## src/rtl/esm_pkg.sv

```systemverilog
// ============================================================================
// Package : esm_pkg
// Brief   : Shared slot lifecycle encoding and default sizes for the issue stage.
// Rev     : 1.0 - initial release
// ============================================================================
`default_nettype none

package esm_pkg;

  localparam int IW_DEF  = 32;
  localparam int BS_DEF  = 16;
  localparam int BSB_DEF = $clog2(BS_DEF);

  typedef enum logic [1:0] {
    FREE = 2'd0,
    WAIT = 2'd1,
    SEL  = 2'd2,
    EXEC = 2'd3
  } slot_state_t;

  typedef logic [BSB_DEF-1:0] idx_t;

endpackage

`default_nettype wire

```

## src/rtl/esm_rr_picker.sv

```systemverilog
// ============================================================================
// Module : esm_rr_picker
// Brief  : Rotating-priority picker; first set req bit at or after ptr, wrapping.
// Rev    : 1.0 - initial release
// ============================================================================
`default_nettype none

module esm_rr_picker #(
  parameter  int BS  = 16,
  localparam int BSB = $clog2(BS)
) (
  input  logic [BS-1:0]  req,
  input  logic [BSB-1:0] ptr,
  output logic           gnt_vld,
  output logic [BSB-1:0] gnt_idx
);

  logic [BSB-1:0] w_scan_idx;

  // Index arithmetic is BSB bits wide, so ptr + k wraps modulo BS for free.
  always_comb begin
    gnt_vld    = 1'b0;
    gnt_idx    = '0;
    w_scan_idx = '0;
    for (int k = 0; k < BS; k++) begin
      w_scan_idx = ptr + BSB'(k);
      if (!gnt_vld && req[w_scan_idx]) begin
        gnt_vld = 1'b1;
        gnt_idx = w_scan_idx;
      end
    end
  end

endmodule

`default_nettype wire

```

## src/rtl/esm_issue_ctrl.sv

```systemverilog
// ============================================================================
// Module : esm_issue_ctrl
// Brief  : Instruction buffer with per-slot lifecycle, 1-per-cycle issue, retire.
//          Optional counters issue_cnt/stall_cnt under `ESM_ISSUE_STATS_EN.
// Rev    : 1.0 - initial release
// ============================================================================
`default_nettype none

module esm_issue_ctrl
  import esm_pkg::*;
#(
  parameter  int IW  = IW_DEF,
  parameter  int BS  = BS_DEF,
  localparam int BSB = $clog2(BS)
) (
  input  logic           clk,
  input  logic           rst,
  input  logic           alloc_vld,
  input  logic [BSB-1:0] alloc_idx,
  input  logic [IW-1:0]  alloc_instr,
  output logic           alloc_err,
  input  logic [BS-1:0]  rdy_mask,
  output logic           iss_vld,
  input  logic           iss_rdy,
  output logic [BSB-1:0] iss_idx,
  output logic [IW-1:0]  iss_instr,
  input  logic           cmp_vld,
  input  logic [BSB-1:0] cmp_idx,
  output logic           clr_vld,
  output logic [BSB-1:0] clr_idx,
  output logic [BSB:0]   occ_cnt
`ifdef ESM_ISSUE_STATS_EN
  ,
  output logic [31:0]    issue_cnt,
  output logic [31:0]    stall_cnt
`endif
);

  slot_state_t    slot_q [BS];
  slot_state_t    slot_d [BS];
  logic [IW-1:0]  mem_q  [BS];

  logic           iss_vld_q;
  logic [BSB-1:0] iss_idx_q;
  logic [IW-1:0]  iss_instr_q;
  logic [BSB-1:0] rr_ptr_q;
  logic [BSB:0]   occ_q;
  logic [BSB:0]   occ_d;
  logic           clr_vld_q;
  logic [BSB-1:0] clr_idx_q;
  logic           alloc_err_q;

  logic [BS-1:0]  w_req;
  logic           w_pick_vld;
  logic [BSB-1:0] w_pick_idx;
  logic           w_hs;
  logic           w_load;
  logic           w_cmp_acc;
  logic           w_alloc_acc;

  always_comb begin
    w_req = '0;
    for (int i = 0; i < BS; i++) begin
      w_req[i] = (slot_q[i] == WAIT) && rdy_mask[i];
    end
  end

  esm_rr_picker #(.BS(BS)) u_picker (
    .req     (w_req),
    .ptr     (rr_ptr_q),
    .gnt_vld (w_pick_vld),
    .gnt_idx (w_pick_idx)
  );

  assign w_hs   = iss_vld_q && iss_rdy;
  assign w_load = (!iss_vld_q || iss_rdy) && w_pick_vld;

  // An alloc colliding with a cmp on the same slot sees EXEC, never FREE, so cmp wins.
  assign w_cmp_acc   = cmp_vld   && (slot_q[cmp_idx]   == EXEC);
  assign w_alloc_acc = alloc_vld && (slot_q[alloc_idx] == FREE);

  // The four transitions always target slots in distinct states, so order is irrelevant.
  always_comb begin
    for (int i = 0; i < BS; i++) begin
      slot_d[i] = slot_q[i];
    end
    if (w_hs)        slot_d[iss_idx_q]  = EXEC;
    if (w_cmp_acc)   slot_d[cmp_idx]    = FREE;
    if (w_alloc_acc) slot_d[alloc_idx]  = WAIT;
    if (w_load)      slot_d[w_pick_idx] = SEL;
  end

  always_comb begin
    occ_d = occ_q;
    case ({w_alloc_acc, w_cmp_acc})
      2'b10:   occ_d = occ_q + 1'b1;
      2'b01:   occ_d = occ_q - 1'b1;
      default: occ_d = occ_q;
    endcase
  end

  always_ff @(posedge clk or posedge rst) begin
    if (rst) begin
      for (int i = 0; i < BS; i++) begin
        slot_q[i] <= FREE;
      end
      iss_vld_q   <= 1'b0;
      iss_idx_q   <= '0;
      iss_instr_q <= '0;
      rr_ptr_q    <= '0;
      occ_q       <= '0;
      clr_vld_q   <= 1'b0;
      clr_idx_q   <= '0;
      alloc_err_q <= 1'b0;
    end else begin
      for (int i = 0; i < BS; i++) begin
        slot_q[i] <= slot_d[i];
      end
      if (w_load) begin
        iss_vld_q   <= 1'b1;
        iss_idx_q   <= w_pick_idx;
        iss_instr_q <= mem_q[w_pick_idx];
        rr_ptr_q    <= w_pick_idx + 1'b1;
      end else if (w_hs) begin
        iss_vld_q   <= 1'b0;
      end
      occ_q       <= occ_d;
      clr_vld_q   <= w_cmp_acc;
      if (w_cmp_acc) clr_idx_q <= cmp_idx;
      alloc_err_q <= alloc_vld && !w_alloc_acc;
    end
  end

  // Instruction storage is only read for WAIT slots, so it needs no reset.
  always_ff @(posedge clk) begin
    if (w_alloc_acc) mem_q[alloc_idx] <= alloc_instr;
  end

`ifdef ESM_ISSUE_STATS_EN
  logic [31:0] issue_cnt_q;
  logic [31:0] stall_cnt_q;

  always_ff @(posedge clk or posedge rst) begin
    if (rst) begin
      issue_cnt_q <= '0;
      stall_cnt_q <= '0;
    end else begin
      if (w_hs)                  issue_cnt_q <= issue_cnt_q + 1'b1;
      if (iss_vld_q && !iss_rdy) stall_cnt_q <= stall_cnt_q + 1'b1;
    end
  end

  assign issue_cnt = issue_cnt_q;
  assign stall_cnt = stall_cnt_q;
`endif

  assign iss_vld   = iss_vld_q;
  assign iss_idx   = iss_idx_q;
  assign iss_instr = iss_instr_q;
  assign clr_vld   = clr_vld_q;
  assign clr_idx   = clr_idx_q;
  assign alloc_err = alloc_err_q;
  assign occ_cnt   = occ_q;

endmodule

`default_nettype wire
```

## config.mk

```make
export PLATFORM = sky130hd
export DESIGN_NAME = esm_issue_ctrl
export DESIGN_NICKNAME = d
export VERILOG_FILES = /design/src/rtl/esm_pkg.sv /design/src/rtl/esm_rr_picker.sv /design/src/rtl/esm_issue_ctrl.sv
export SDC_FILE = /design/constraint.sdc
export NUM_CORES = 1
export LEC_CHECK = 0
export CORE_AREA = 2 2 217 219
export CTS_BUF_LIST = sky130_fd_sc_hd__clkbuf_16
export DETAILED_ROUTE_END_ITERATION = 10
export DIE_AREA = 0 0 219 221
export PLACE_DENSITY = 0.88
export SETUP_SLACK_MARGIN = 0.1
export SYNTH_ARGS = -nofsm -noshare
export SYNTH_HDL_FRONTEND = slang
export SYNTH_SLANG_ARGS = --single-unit
```

## constraint.sdc

```tcl
create_clock -name clk -period 6.59 [get_ports clk]
set_clock_uncertainty 0.15 [all_clocks]
set_input_delay 1.6475 -clock clk [delete_from_list [all_inputs] [get_ports clk]]
set_output_delay 1.6475 -clock clk [all_outputs]
set_load 0.005 [all_outputs]
```

==> metrics.md, run 1 <==
| Metric | Value |
|---|---|
| IO Pins | `109` |
| Fin util | `68.0%` |
| Postcts setup bufs | `0` |
| Port Buffers | `108` |
| Overall Global Routing Usage | `33.6%` |
| Net count, final | `2289` |
| Largest net degree at the start of global routing | `56` |
| Minimum clock period | `6.29 ns` |
| Drt wl/cell | `28.4 um` |
| Actual slew at the worst max-slew pin | `1.13 ns` |
| Final period utilization | `95.4%` |
| Global-route wire length before repair | `123 mm` |
| Top delay family on crit path | `compound AO/OA/AOI/OAI gates` |
| Hold endpoint | `occ_cnt[4]` |
| Initial Utilization | `59.6%` |
| Congestion Overflow GR | `0` |
| HP Start | `occ_cnt[4]` |
| Mapped Cells | `2081` |
| Number of global-route vias before repair | `20100` |
| Critical Path, Cell by Cell | `clkdlybuf4s50_1 > and3b_1 > a2111oi_1 > o41ai_1 > a211oi_1 > and3_1 > nand2_1 > or2_1 > o221a_1 > o31ai_4 > buf_4 > nand3_1 > a32oi_1 > nor2_1 > o32a_1` |
| CTS Sinks | `596` |
| Initial antenna violation count | `5` |
| Max FO, Critical Path | `14` |
| Worst skew pair latency | `0.60 ns` |
| H-tree lvl count | `2` |
| Hold buffers post-CTS | `0` |
| Startpoint class of the critical path | `input pin` |
| Final setup viols | `0` |
| Crit path required time | `6.91 ns` |
| Status | `finished clean` |
| Worst hold path depth | `1` |
| CTS tree | `yes` |
| FF-to-FF Start | `rr_ptr_q[1]` |
| Peak Freq | `0.159 GHz` |
| Area delta synth->final | `14.0%` |
| Residual DRC count | `0` |
| GPL Wtd Cong | `0.939` |
| Detailed Routing Iterations Pass 1 | `6` |
| Critical path class | `input pin to flip-flop` |
| Die ar. | `0.0484 mm^2` |
| Asr flop ratio synth | `14.1%` |
| Clock buffer depth | `3` |
| Crit. End Element | `flip-flop` |
| Worst-path clk slew | `0.07 ns` |
| Worst Path Buf+Inv | `2` |
| Hold Crit Class | `flip-flop to flip-flop` |
| HPWL Detailed | `49.9 mm` |
| Max_cap viols | `0` |
| Syn_nets | `2154` |
| Die width | `219 um` |
| R2R cell count | `17` |
| Core area | `0.0461 mm^2` |
| Crit-path slowest cell | `a2111oi_1` |
| Critical path's largest stage delay | `0.86 ns` |
| Max-slew headroom | `24.3%` |
| Root buffer cell | `clkbuf_16` |
| Count of different cell masters after synthesis | `99` |
| Hold Fails Final Rpt | `0` |
| Synthesized cell area | `0.0275 mm^2` |
| Mean Syn Cell Area | `13.2 um^2` |
| Crit path DAT | `6.61 ns` |
| RSZ-0062 raised after global routing | `no` |
| Vias | `20100` |
| Ratio of cells with drive above 1 in the final layout | `13.1%` |
| Synthesis warning total | `0` |
| Via density per instance | `7.02` |
| Fin. max-slew vios | `0` |
| Antenna Violating Nets Remaining | `0` |
| R2r endpoint | `iss_instr[6]` |
| Top FF cell, synth | `edfxtp_1` |
| Die Ht | `221 um` |
| Register area share after synthesis | `63.7%` |
| # rows | `79` |
| R2r setup slk | `0.64 ns` |
| Drt initial violations | `2953` |
| Flops & latches, synth | `596` |
| CTS Buf Count | `52` |
| FILL cells | `3004` |
| Drt total wl | `81.5 mm` |
| Number of synthesized flops with an enable pin | `512` |
## worst max-delay path by stage
stage                     to  cells past startpoint   startpoint
5_1_grt        iss_instr[11]                     15  rdy_mask[6]
3_5_place_dp   iss_instr[18]                     15  rdy_mask[0]
6_report       iss_instr[15]                     15  rdy_mask[4]
4_1_cts         iss_instr[6]                     16  rdy_mask[0]
3_3_place_gp   iss_instr[12]                     15  rdy_mask[0]
2_1_floorplan  iss_instr[23]                     14  rdy_mask[4]
## metrics by stage
stage	cells	setup slack, ns	area [um^2]	hold WS [ns]	setup TNS [ns]
after global routing	2866	0.162	31300	0.350	0
after floorplan	2081	1.38	27500	0.315	0
after detailed placement	2769	-0.205	29700	0.311	-3.97
after CTS	2864	0.312	31300	0.323	0
after global placement	2769	-0.147	29700	0.304	-3.97
final	2867	0.303	31300	0.318	0
## cell families (layout without fill, tap and decap cells)
| kind of cell | count (synthesis) | in the layout | share of synthesized area [%] |
|---|---|---|---|
| AND/OR/NAND/NOR | 667 | 667 | 12.0 |
| flip-flops | 596 | 596 | 63.7 |
| AO/OA/AOI/OAI | 410 | 410 | 10.9 |
| multiplexers | 209 | 209 | 9.03 |
| buffers and inverters | 167 | 343 | 3.07 |
| XOR/XNOR | 20 | 20 | 0.706 |
| adder cells (fa/ha/maj) | 12 | 12 | 0.574 |
| other | 0 | 3 | 0 |
## sequential cells by signal (all words and copies together) (netlist names)
signal / count
rr_ptr_q: 4
slot_q: 32
iss_idx: 4
iss_vld: 1
alloc_err: 1
clr_vld: 1
clr_idx: 4
iss_instr: 32
mem_q: 512
occ_cnt: 5
## synthesized netlist by cell type (all sizes together), types with 8 or more instances
master	number	share of area, %
a211oi	12	0.33
a21oi	28	0.51
a221oi	8	0.26
a22oi	18	0.49
a311oi	24	0.79
a31oi	15	0.34
a32oi	26	0.83
and2	11	0.27
and3	28	0.64
and3b	15	0.48
buf	74	1.8
clkbuf	64	0.89
dfrtp	84	7.7
edfxtp	512	56
ha	11	0.50
inv	28	0.38
mux2	62	2.7
mux2i	125	4.6
mux4	22	1.8
nand2	264	3.6
nand2b	15	0.34
nand3	148	2.7
nand3b	20	0.55
nor2	82	1.1
nor3	33	0.75
nor4	8	0.26
o211ai	16	0.44
o21a	9	0.25
o21ai	105	2.0
o221ai	35	1.1
o22ai	24	0.57
o31ai	9	0.30
o32a	24	0.88
xnor2	12	0.45
xor2	8	0.26
## layout make-up
cell class / instances / area [um^2] / area share (%)
flip-flops and latches: 596 / 17500 / 55.8
multi-input cells: 1318 / 9180 / 29.3
repair buffers: 219 / 2180 / 6.95
clock buffers: 52 / 1300 / 4.16
well taps: 607 / 759 / 2.43
clock inverters: 43 / 300 / 0.959
inverters: 29 / 111 / 0.356
diodes: 3 / 7.51 / 0.0240
## per-layer routing
metal,share of wire [%],track usage [%],vias up
li1,-,-,8347
met1,35,44.0,9839
met2,48,54.1,1621
met3,12,6.68,318
met4,5.0,16.4,4
met5,0.021,0,-
## placed cells by master, fill, tap and decap left out, types with 9 or more instances in the layout
| cell | count |
|---|---|
| edfxtp_1 | 512 |
| nand2_1 | 261 |
| nand3_1 | 147 |
| mux2i_1 | 125 |
| clkdlybuf4s50_1 | 108 |
| o21ai_0 | 92 |
| buf_4 | 90 |
| dfrtp_1 | 84 |
| nor2_1 | 79 |
| clkbuf_16 | 52 |
| mux2_2 | 43 |
| o221ai_1 | 35 |
| inv_1 | 29 |
| a21oi_1 | 28 |
| and3_1 | 28 |
| nor3_1 | 26 |
| a32oi_1 | 26 |
| o32a_1 | 24 |
| o22ai_1 | 23 |
| a311oi_1 | 23 |
| mux4_2 | 22 |
| buf_12 | 21 |
| nand3b_1 | 20 |
| clkinv_1 | 19 |
| a22oi_1 | 18 |
| o211ai_1 | 16 |
| and3b_1 | 15 |
| nand2b_1 | 15 |
| a31oi_1 | 15 |
| o21ai_1 | 12 |
| a211oi_1 | 12 |
| clkinv_2 | 12 |
| xnor2_1 | 11 |
| ha_1 | 11 |
| mux2_1 | 10 |
| o21a_1 | 9 |
| mux2_4 | 9 |
## what timing repair did
item | 4_1_cts | 5_1_grt
hold endpoints to repair | 0 | 0
setup endpoints to repair | 0 | 5
resized for setup | 0 | 2
## worst reg2reg max path, delay by kind of cell, from the launching register on
kind	cells	cell delay [ns]
xor+xnor	1	0.63
simple gates	3	0.92
mux	3	0.86
buf+inv	3	0.77
compound gates	6	1.72
flops	1	0.38
fa+ha+maj	1	0.45
Power of run 1 is left out: the tool's default activity adds up to more than one toggle a clock period on the data nets, which glitch-free logic cannot reach.
==> inputs of run 2 (changes only) <==
Settings changed: CTS_CLUSTER_SIZE set to 14.
==> run 2 against run 1 <==
Against the previous run:
- sequential share of layout area hardly changed
- first-iteration DRC count is 11% lower
- highest routed layer unchanged
- die area stayed put
- maximum frequency is 0.21% lower
- largest cell class unchanged
- final cell count stayed put
- utilization is 0.054 points lower
- count of clock-buffer cells in the layout is 2 higher
- setup slack worse by 0.013 ns
==> metrics.md, run 2 (synthesis gave the netlist of run 1 again) <==
| Metric | Value |
|---|---|
| Status | `finished clean (unchanged)` |
| Design Area, Final | `0.0313 mm^2 (about the same)` |
| Hold Fails Final Rpt | `0 (unchanged)` |
| Setup TNS | `0 ns (unchanged)` |
| Crit path required time | `6.96 ns (was 6.91 ns)` |
| Drt wl/cell | `28.1 um (was 28.4 um)` |
| H-tree lvl count | `2 (unchanged)` |
| Minimum clock period | `6.30 ns (was 6.29 ns)` |
| Number of global-route vias before repair | `20200 (was 20100)` |
| Core area | `0.0461 mm^2 (unchanged)` |
| CTS tree | `yes (unchanged)` |
| Largest Register | `mem_q (unchanged)` |
| Max_cap viols | `0 (unchanged)` |
| Fin. max-slew vios | `0 (unchanged)` |
| Clock buffer depth | `3 (unchanged)` |
| # rows | `79 (unchanged)` |
| Grt met1 use | `43.5% (was 44.0%)` |
| Max-slew headroom | `22.2% (was 24.3%)` |
| Congestion Overflow GR | `0 (unchanged)` |
| Crit path DAT | `6.67 ns (was 6.61 ns)` |
| HPWL Detailed | `49.9 mm (unchanged)` |
| Crit-path most repeated cell | `nor2_1` |
| Net count, final | `2290 (was 2289)` |
| Root buffer cell | `clkbuf_16 (unchanged)` |
| CTS Sinks | `596 (unchanged)` |
| Max reg flops | `512 (unchanged)` |
| Worst-path clk slew | `0.07 ns (about the same)` |
| M2 GR Usage | `53.3% (was 54.1%)` |
| Overall Global Routing Usage | `33.3% (was 33.6%)` |
| Worst skew pair latency | `0.60 ns (about the same)` |
| Final period utilization | `95.6% (was 95.4%)` |
| Grt met3 use | `7.59% (was 6.68%)` |
| Critical Path, Cell by Cell | `clkdlybuf4s50_1 > and4b_1 > a2111oi_1 > o41ai_1 > and2_1 > nor3_4 > nand2_1 > o41ai_2 > o31ai_4 > nor2_1 > a32oi_1 > nor2_1 > o32a_1 (was clkdlybuf4s50_1 > and3b_1 > a2111oi_1 > o41ai_1 > a211oi_1 > and3_1 > nand2_1 > or2_1 > o221a_1 > o31ai_4 > buf_4 > nand3_1 > a32oi_1 > nor2_1 > o32a_1)` |
| Most frequent cells in the layout | `edfxtp_1 (512), nand2_1 (261), nand3_1 (147) (unchanged)` |
| Global-route wire length before repair | `122 mm (was 123 mm)` |
| Critical path class | `input pin to flip-flop (unchanged)` |
| Area delta synth->final | `14.0% (about the same)` |
| Actual slew at the worst max-slew pin | `1.16 ns (was 1.13 ns)` |
| IO Pins | `109 (unchanged)` |
| RSZ-0062 raised after global routing | `no (unchanged)` |
| Hold buffers post-CTS | `0 (unchanged)` |
| Largest net degree at the start of global routing | `56 (unchanged)` |
| Ratio of cells with drive above 1 in the final layout | `12.8% (was 13.1%)` |
| Final setup viols | `0 (unchanged)` |
| Peak Freq | `0.159 GHz (about the same)` |
| Die Ht | `221 um (unchanged)` |
| Most common cell after layout, fill and taps aside | `edfxtp_1 (unchanged)` |
| Crit. End Element | `flip-flop (unchanged)` |
| Via density per instance | `7.00 (was 7.02)` |
| GPL Wtd Cong | `0.939 (unchanged)` |
| Initial antenna violation count | `5 (unchanged)` |
| Vias | `20100 (about the same)` |
| Initial Utilization | `59.6% (unchanged)` |
| Drt initial violations | `2634 (was 2953)` |
| Port Buffers | `108 (unchanged)` |
| Residual DRC count | `0 (unchanged)` |
| Critical path's largest stage delay | `0.94 ns (was 0.86 ns)` |
| Die ar. | `0.0484 mm^2 (unchanged)` |
| Crit-path slowest cell | `nor2_1 (was a2111oi_1)` |
| Antenna Violating Nets Remaining | `0 (unchanged)` |
| CTS Buf Count | `53 (was 52)` |
| Drt total wl | `80.5 mm (was 81.5 mm)` |
| Placed cell areas | `0.0297 mm^2 (unchanged)` |
| Most crowded layer after global routing | `met2 (unchanged)` |
| Max FO, Critical Path | `10 (was 14)` |
| Hold Crit Class | `flip-flop to flip-flop (unchanged)` |
| Die width | `219 um (unchanged)` |
| Detailed Routing Iterations Pass 1 | `6 (unchanged)` |
| Startpoint class of the critical path | `input pin (unchanged)` |
[run 2: layer usage]
layer  routed length (um)  share of wire (%)  vias up
met5                   31              0.038        -
met4                 4140                5.1        6
met3                 9770                 12      345
met2                38400                 48     1598
met1                28200                 35     9740
li1                     -                  -     8367
[run 2: per-stage QoR]
| stage | cells | setup WS [ns] | utilization (%) | hold WS (ns) |
|---|---|---|---|---|
| final | 2867 | 0.290 | 67.9 | 0.318 |
| after global routing | 2867 | 0.155 | 67.9 | 0.350 |
| after CTS | 2865 | 0.350 | 67.9 | 0.323 |
| after detailed placement | 2769 | -0.205 | 64.5 | 0.311 |
| after global placement | 2769 | -0.147 | 64.5 | 0.304 |
| after floorplan | 2081 | 1.38 | - | 0.315 |
[run 2: worst paths after layout]
kind,start,to,slack [ns],cells after the start
min in group asynchronous,rst,iss_instr[14],1.34,2
worst max-delay path,rdy_mask[6],iss_instr[15],0.29,13
worst min register to register,occ_cnt[4],occ_cnt[4],0.32,1
max in group asynchronous,rst,iss_idx[1],3.77,3
worst max register to register,rr_ptr_q[1],iss_instr[15],0.69,15
worst min-delay path,occ_cnt[4],occ_cnt[4],0.32,1
[run 2: final cells by class]
| type | instances | area [um^2] |
|---|---|---|
| Clock buffer | 54 | 1350 |
| Timing Repair Buffer | 219 | 2180 |
| Sequential cell | 596 | 17500 |
| Tap cell | 607 | 759 |
| Inverter | 29 | 111 |
| Clock inverter | 42 | 230 |
| Antenna cell | 2 | 5.00 |
| Multi-Input combinational cell | 1318 | 9170 |
| Fill cell | 2980 | 14800 |
[run 2: critical path: cells and delay by family]
kind,cells,cell delay (ns)
buf+inv,1,0.43
simple gates,6,2.34
compound gates,6,2.24
[run 2: what timing repair did]
| action | in CTS | in global routing |
|---|---|---|
| buffers inserted | 0 | 0 |
| setup endpoints to repair | 0 | 1 |
| resized for setup | 0 | 1 |
Power of run 2 is left out for the same reason.
